File: src/rtl/bcd_pkg.sv
// ----------------------------------------------------------------------------
// bcd_pkg
// Shared constants and types for the BCD conversion blocks (bcd_to_bin and
// the combinational to_bcd converter).
//   DIGIT_W        : bits per packed BCD digit
//   BCD_MAX_DIGIT  : largest legal decimal digit value
//   DEF_NDIGITS    : default number of BCD digits in an operand word
//   DEF_BIN_W      : default binary width, wide enough for 10^DEF_NDIGITS - 1
//   conv_state_e   : sequencer states of the serial BCD-to-binary converter
// ----------------------------------------------------------------------------
package bcd_pkg;

   localparam int DIGIT_W = 4;
   localparam logic [DIGIT_W-1:0] BCD_MAX_DIGIT = 4'd9;

   localparam int DEF_NDIGITS = 5;
   localparam int DEF_BIN_W   = 17;

   typedef enum logic [1:0] {
      IDLE = 2'd0,
      CONV = 2'd1,
      DONE = 2'd2
   } conv_state_e;

endpackage

File: src/rtl/bcd_mac10.sv
// ----------------------------------------------------------------------------
// bcd_mac10
// Combinational multiply-by-ten-and-add step used to fold one decimal digit
// into a binary accumulator.
// Ports:
//   acc       (in,  BIN_W)   running binary value
//   digit     (in,  DIGIT_W) next decimal digit, most significant first
//   acc_next  (out, BIN_W)   acc*10 + digit, truncated to BIN_W
//   digit_err (out, 1)       digit is not a legal decimal digit (> 9)
// ----------------------------------------------------------------------------
module bcd_mac10
   import bcd_pkg::*;
#(
   parameter int BIN_W = DEF_BIN_W
) (
   input  logic [BIN_W-1:0]   acc,
   input  logic [DIGIT_W-1:0] digit,
   output logic [BIN_W-1:0]   acc_next,
   output logic               digit_err
);

   logic [BIN_W+3:0] acc_wide;
   logic [BIN_W+3:0] prod;
   logic [3:0]       unused_hi;

   // The times-ten is built from two shifts so no multiplier is inferred.
   // Working four bits wider keeps the intermediate exact; for legal digit
   // strings the upper bits are always zero, so truncation loses nothing.
   // Illegal digits still add their raw value, which the caller flags.
   assign acc_wide  = {4'b0000, acc};
   assign prod      = (acc_wide << 3) + (acc_wide << 1) + {{BIN_W{1'b0}}, digit};
   assign {unused_hi, acc_next} = prod;

   assign digit_err = (digit > BCD_MAX_DIGIT);

endmodule

File: src/rtl/bcd_to_bin.sv
// ----------------------------------------------------------------------------
// bcd_to_bin
// Serial BCD-to-binary converter: folds one digit per clock into an
// accumulator, most significant digit first, and reports illegal digits.
// Ports:
//   clk     (in,  1)           system clock, rising edge
//   rst_n   (in,  1)           asynchronous active-low reset
//   start   (in,  1)           conversion request, honoured only when idle
//   bcd_in  (in,  4*NDIGITS)   packed BCD operand, top digit in the MSBs
//   busy    (out, 1)           conversion in progress (CONV or DONE)
//   done    (out, 1)           one-cycle pulse, bin_out/err valid
//   bin_out (out, BIN_W)       last converted value, held between conversions
//   err     (out, 1)           last conversion contained a digit above 9
// ----------------------------------------------------------------------------
module bcd_to_bin
   import bcd_pkg::*;
#(
   parameter int NDIGITS = DEF_NDIGITS,
   parameter int BIN_W   = DEF_BIN_W
) (
   input  logic                         clk,
   input  logic                         rst_n,
   input  logic                         start,
   input  logic [DIGIT_W*NDIGITS-1:0]   bcd_in,
   output logic                         busy,
   output logic                         done,
   output logic [BIN_W-1:0]             bin_out,
   output logic                         err
);

   localparam int CNT_W = (NDIGITS > 1) ? $clog2(NDIGITS) : 1;
   localparam logic [CNT_W-1:0] LAST_CNT = CNT_W'(NDIGITS - 1);

   conv_state_e                  state_q;
   conv_state_e                  state_d;
   logic [DIGIT_W*NDIGITS-1:0]   digits_q;
   logic [BIN_W-1:0]             acc_q;
   logic                         err_acc_q;
   logic [CNT_W-1:0]             cnt_q;
   logic [BIN_W-1:0]             mac_acc;
   logic                         mac_err;
   logic                         last_digit;

   assign last_digit = (cnt_q == LAST_CNT);

   // One digit step per clock; the top nibble of the shift register is
   // always the digit being folded in this cycle.
   bcd_mac10 #(
      .BIN_W (BIN_W)
   ) u_mac10 (
      .acc       (acc_q),
      .digit     (digits_q[DIGIT_W*NDIGITS-1 -: DIGIT_W]),
      .acc_next  (mac_acc),
      .digit_err (mac_err)
   );

   // State register.
   always_ff @(posedge clk or negedge rst_n) begin
      if (!rst_n) begin
         state_q <= IDLE;
      end else begin
         state_q <= state_d;
      end
   end

   // Next-state logic. Start is only looked at in IDLE, so requests that
   // arrive during CONV or DONE are dropped rather than queued; a held start
   // naturally re-triggers on the first idle cycle after DONE.
   always_comb begin
      state_d = state_q;
      case (state_q)
         IDLE:    if (start) state_d = CONV;
         CONV:    if (last_digit) state_d = DONE;
         DONE:    state_d = IDLE;
         default: state_d = IDLE;
      endcase
   end

   // Datapath. The operand is captured once at start so later bcd_in changes
   // cannot corrupt a conversion. On the final digit the result registers are
   // loaded straight from the MAC output, so bin_out/err are already valid in
   // the DONE cycle and otherwise hold their value.
   always_ff @(posedge clk or negedge rst_n) begin
      if (!rst_n) begin
         digits_q  <= '0;
         acc_q     <= '0;
         err_acc_q <= 1'b0;
         cnt_q     <= '0;
         bin_out   <= '0;
         err       <= 1'b0;
      end else begin
         case (state_q)
            IDLE: begin
               if (start) begin
                  digits_q  <= bcd_in;
                  acc_q     <= '0;
                  err_acc_q <= 1'b0;
                  cnt_q     <= '0;
               end
            end
            CONV: begin
               acc_q     <= mac_acc;
               err_acc_q <= err_acc_q | mac_err;
               digits_q  <= digits_q << DIGIT_W;
               cnt_q     <= cnt_q + CNT_W'(1);
               if (last_digit) begin
                  bin_out <= mac_acc;
                  err     <= err_acc_q | mac_err;
               end
            end
            default: begin
            end
         endcase
      end
   end

   // Status flags decoded from the registered state only.
   assign busy = (state_q != IDLE);
   assign done = (state_q == DONE);

endmodule

File: config.mk
export PLATFORM = sky130hd
export DESIGN_NAME = bcd_to_bin
export DESIGN_NICKNAME = d
export VERILOG_FILES = /design/src/rtl/bcd_pkg.sv /design/src/rtl/bcd_mac10.sv /design/src/rtl/bcd_to_bin.sv
export SDC_FILE = /design/constraint.sdc
export NUM_CORES = 1
export LEC_CHECK = 0
export CAP_MARGIN = 5
export CELL_PAD_IN_SITES_DETAIL_PLACEMENT = 0
export CELL_PAD_IN_SITES_GLOBAL_PLACEMENT = 1
export CORE_ASPECT_RATIO = 2
export CORE_MARGIN = 2
export CORE_UTILIZATION = 30
export DETAILED_ROUTE_END_ITERATION = 8
export GPL_TIMING_DRIVEN = 0
export MAX_ROUTING_LAYER = met4
export PLACE_DENSITY_LB_ADDON = 0.1
export SYNTH_ARGS = -nofsm -noshare
export SYNTH_HDL_FRONTEND = slang
export SYNTH_SLANG_ARGS = --single-unit
File: constraint.sdc
create_clock -name clk -period 3.6 [get_ports clk]
set_input_delay 0.54 -clock clk [delete_from_list [all_inputs] [get_ports clk]]
set_output_delay 0.54 -clock clk [all_outputs]
set_load 0.03 [all_outputs]
==> qor.csv, run 1 <==
metric,value,unit
post-CTS resize count,0,
number of synthesized flops with an enable pin,0,
synth warn,0,
total gr overflow,0,
fin area,4190,µm²
CTS root buf,clkbuf_16,
total global-route track usage,0.167,
maxcap violations,0,
initial antenna violation count,0,
clock-pin slew on the worst setup and hold paths,0.06,ns
DRC,0,
post-synthesis net count,384,
Vias,2549,
Slew @ Worst Pin,0.798,ns
final wirelength,8860,µm
Hold Buf Count CTS,0,
share of layout cells above drive strength 1,0.0801,
die width,77.9,µm
clock sink count,60,
placed instance count,511,
clock tree buffer depth,2,
Cells after Synth,329,
"Cell Area, Synth",3280,µm²
Tightest Hold Check Type,input pin to asynchronous set/reset pin,
Area Growth Syn to Fin,27.8,%
vias per cell,4.84,
met2 usage,0.319,
min Tclk post-route,2.70,ns
GR Util met3,0.0232,
M1 GR Usage,0.155,
final setup TNS,0,ns
GR peak layer,met2,
Max Slew Vio Count,0,
global placement routability congestion,0.838,
sequential cell area fraction in the yosys report,0.458,
H-tree levels,3,
fin nets,437,
CTS tree,built,
overall power,4.93,mW
CTS buffer count,9,
WS Path Type,flip-flop to flip-flop,
DP Wirelength,6950,µm
final setup violation count,0,
DRT iter0 DRCs,90,
ANT cells,0,
Non-Filler Instances,527,
# port buffers,42,
"commonest non-fill, non-tap cell in the layout",dfrtp_1,
P_leak,1.93,nW
die height,152,µm
Antenna Nets Post-Route,0,
I/O pin total,43,
"FF+latch count, synth",60,
fin crit share,0.751,
number of placement rows,54,
Worst VDD drop,0.000373,V
Final Core Density,0.387,
RSZ-0062 raised after global routing,no,
"Top FF cell, synth",dfrtp_1,
core area,10800,µm²
"Clk Latency, worst-skew pair",0.33,ns
Critical Path Fanout Max,3,
DR pass1 iterations,4,
setup bufs post-CTS,0,
pin count of the biggest net entering global routing,61,
WL per Instance,16.8,µm
Critical Path AT,2.90,ns
"commonest cells after routing, fill and taps aside","dfrtp_1, nand2_1, clkdlybuf4s50_1, ha_1, o21ai_1",
synth unique cells,44,
critical path endpoint category,flip-flop,
Die ar.,11800,µm²
PD cells,1180,nW/µm²
ys async rst share,1.00,
first-pass GRT wire length,14300,µm
startpoint types,flip-flop,
status,finished clean,
post-synthesis area per instance,9.96,µm²
Critical Path RT,3.79,ns
starting density of the core,0.303,
vias in the first global route,2686,
Final Hold Fails,0,
highest clock rate,370,MHz
Clock Skew,0.00613,ns
Placed Area,3870,µm²
slew margin rel.,0.468,
[metrics by stage]
step	worst slack [ns]	hold WS, ns
after floorplan	1.11	0.244
after global placement	-0.151	0.460
after detailed placement	0.876	0.463
after CTS	0.864	0.332
after global routing	0.676	0.362
final	0.898	0.290
[per-layer routing]
metal / vias to the layer above / share of wire
met5: - / 0
met4: 0 / 0.032
met3: 17 / 0.021
met2: 35 / 0.61
met1: 1239 / 0.34
li1: 1258 / -
[sequential cells by signal (all words and copies together), names as in the netlist]
register and cells:
digits_q 20, bin_out 17, acc_q 16, cnt_q 3
state_q 2, err 1, err_acc_q 1
[final timing paths]
path,startpoint,to,slack (ns),cells after the start
setup / recovery,acc_q[0],acc_q[10],0.90,9
hold / removal,rst_n,bin_out[7],0.29,1
setup reg to reg,acc_q[0],acc_q[10],0.90,9
hold reg to reg,bin_out[0],bin_out[0],0.47,2
max in group asynchronous,rst_n,digits_q[18],2.77,1
min in group clk,bin_out[0],bin_out[0],0.47,2
[cell families (layout without fill, tap and decap cells)]
logic type / count (synthesis) / in the layout / share of synthesized area
AOI/OAI and AO/OA: 90 / 90 / 0.169
xor gates and xnor gates: 12 / 12 / 0.0321
adders and majority gates: 32 / 32 / 0.127
buffers and inverters: 27 / 85 / 0.0328
DFF: 60 / 60 / 0.458
muxes: 20 / 20 / 0.0634
and+or+nand+nor: 88 / 88 / 0.118
[worst max-delay path, stage by stage, from the launching register on]
cell and delay, ns:
dfrtp_1 0.38, inv_1 0.07, fa_1 0.50, fa_1 0.46, and2b_1 0.25, o2111ai_1 0.15, nand2_1 0.18, a21boi_1 0.09
xor2_1 0.38, o21ai_1 0.10
[power breakdown]
| group | total, mW | internal (mW) | switching [mW] |
|---|---|---|---|
| Combinational | 2.78 | 1.14 | 1.64 |
| Clock | 0.927 | 0.621 | 0.307 |
| Sequential | 1.22 | 0.998 | 0.224 |
[cells in the mapped netlist, drive strengths merged, types with 2 or more instances]
master / count / area (µm²)
xor2: 6 / 52.6
and2: 2 / 12.5
a22o: 10 / 87.6
nor2b: 10 / 62.6
nor3: 2 / 10.0
nand3: 4 / 20.0
mux2i: 14 / 140
o21bai: 2 / 15.0
nor2: 13 / 51.3
a21o: 2 / 15.0
buf: 4 / 21.3
fa: 2 / 40.0
mux2: 6 / 67.6
a31oi: 3 / 18.8
o31ai: 5 / 37.5
dfrtp: 60 / 1500
a21oi: 18 / 97.6
clkbuf: 10 / 37.5
inv: 13 / 48.8
nand2: 51 / 191
xnor2: 6 / 52.6
ha: 30 / 375
o21ai: 41 / 209
o21a: 2 / 15.0
a22oi: 2 / 15.0
[final cells by class]
cell class | count | area [µm²]
flip-flops and latches | 60 | 1500
clock buffers | 11 | 243
plain buffers | 14 | 58.8
repair buffers | 42 | 418
fillers | 1142 | 6620
inverters | 13 | 48.8
well taps | 140 | 175
multi-input cells | 242 | 1670
clock inverters | 5 | 75.1
Note: power is estimated with default switching activity, not from simulation.
==> run 2, diff against run 1 <==
clock period = 2.7 ns   (was 3.6 ns; I/O delays follow)
==> qor.csv, run 2 (synthesis results as in run 1) <==
metric,value,unit
vias per cell,4.86,
initial antenna violation count,0,
Buf/Inv on CP,1,
vias in the first global route,2690,
"Clk Latency, worst-skew pair",0.33,ns
Reg-to-Reg Start,acc_q[0],
H-tree levels,3,
total gr overflow,0,
Largest register FFs,20,
Worst VDD drop,0.000496,V
Critical Path AT,2.77,ns
CTS buffer count,9,
Critical Path RT,2.89,ns
Die ar.,11800,µm²
FF-to-FF End,acc_q[10],
DR pass1 iterations,4,
maxcap violations,0,
Largest Register,digits_q,
Antenna Nets Post-Route,0,
clock tree buffer depth,2,
final setup violation count,0,
Top Registers,"digits_q x20, bin_out x17, acc_q x16",
I/O pin total,43,
CTS tree,built,
register area,1500,µm²
area of the multi-input gates,1710,µm²
Area Growth Syn to Fin,30.5,%
"commonest cells after routing, fill and taps aside","dfrtp_1, nand2_1, clkdlybuf4s50_1, ha_1, o21ai_1",
status,finished clean,
Max Slew Vio Count,0,
P_leak,1.96,nW
crit-path max cell delay,0.58,ns
R2R cell count,9,
clock sink count,60,
"critical path, cell by cell","inv_1, fa_1, fa_2, and2b_2, o2111ai_2, nand2_1, a21boi_1, xor2_2, o21ai_1",
placed instance count,511,
Vias,2589,
share of layout cells above drive strength 1,0.120,
CTS root buf,clkbuf_16,
first-pass GRT wire length,14300,µm
clock-pin slew on the worst setup and hold paths,0.06,ns
"setup slack, reg-to-reg",0.13,ns
Non-Filler Instances,533,
PD cells,1580,nW/µm²
die width,77.9,µm
ANT cells,0,
DP Wirelength,6950,µm
part of the power in the clock network,0.183,
crit-path leading delay family,adder cells,
"commonest non-fill, non-tap cell in the layout",dfrtp_1,
sequential fraction of design power,0.241,
fin nets,443,
total global-route track usage,0.167,
die height,152,µm
DRT iter0 DRCs,88,
Critical Path Fanout Max,3,
WL per Instance,16.8,µm
pin count of the biggest net entering global routing,61,
min Tclk post-route,2.57,ns
Tightest Hold Check Type,input pin to asynchronous set/reset pin,
final wirelength,8970,µm
Final Hold Fails,0,
slew margin rel.,0.462,
core area,10800,µm²
sw frac,0.439,
slowest CP cell,fa_1,
cell internal pwr,3.79,mW
P_sw,2.96,mW
DRC,0,
global placement routability congestion,0.838,
starting density of the core,0.303,
highest clock rate,388,MHz
Slew @ Worst Pin,0.807,ns
RSZ-0062 raised after global routing,yes,
# port buffers,42,
startpoint types,flip-flop,
critical path endpoint category,flip-flop,
WS Path Type,flip-flop to flip-flop,
Placement Setup Slack,-0.0240,ns
Clock Skew,0.00573,ns
Comb pwr share,0.576,
post-route setup slack,0.126,ns
fin crit share,0.953,
number of placement rows,54,
fillcell total,1143,
==> run 2: metal layers <==
| metal | track usage | wire [µm] |
|---|---|---|
| met2 | 0.319 | 5460 |
| met5 | - | 0 |
| met1 | 0.155 | 3030 |
| met3 | 0.0232 | 182 |
| met4 | 0.0852 | 291 |
==> run 2: metrics by stage <==
step                      total power, mW  instance area (µm²)  TNS, ns  hold slack (ns)  utilization
after floorplan                      4.19                 3280        0            0.109            -
after CTS                            6.75                 4200        0            0.197        0.388
after global routing                 7.31                 4280  -0.0898            0.227        0.395
after detailed placement             5.46                 3870  -0.0400            0.463        0.358
after global placement               5.42                 3870   -54.49            0.460        0.358
final                                6.75                 4280        0            0.161        0.395
==> run 2: power by group through the flow <==
stage | clock [mW] | combinational (mW) | sequential [mW]
after global routing | 1.30 | 4.32 | 1.69
after global placement | 0 | 3.77 | 1.65
after floorplan | 0 | 2.39 | 1.79
final | 1.24 | 3.89 | 1.63
after CTS | 1.26 | 3.85 | 1.65
after detailed placement | 0 | 3.80 | 1.66
==> run 2: area by class of cell <==
cell class                 instances  area share
multi-input combinational        242       0.400
timing repair buffer              48       0.108
clock inverter                     5      0.0176
clock buffer                      11      0.0568
sequential                        60       0.351
buffer                            14      0.0138
inverter                          13      0.0114
tap                              140      0.0410
==> run 2: worst max-delay path by stage <==
stage / from / end / slack (ns) / depth (start not counted)
5_1_grt: acc_q[1] / acc_q[14] / -0.05 / 10
2_1_floorplan: digits_q[19] / acc_q[14] / 0.21 / 9
6_report: acc_q[0] / acc_q[10] / 0.13 / 9
3_5_place_dp: acc_q[0] / acc_q[10] / -0.02 / 9
3_3_place_gp: rst_n / bin_out[16] / -0.92 / 1
4_1_cts: acc_q[2] / acc_q[14] / 0.04 / 9
==> run 2: timing repair <==
item,4_1_cts,5_1_grt
pin swaps,2,5
gates resized for setup,2,8
endpoints found under the setup margin,4,11
hold buffers,0,0
buffers inserted,0,6
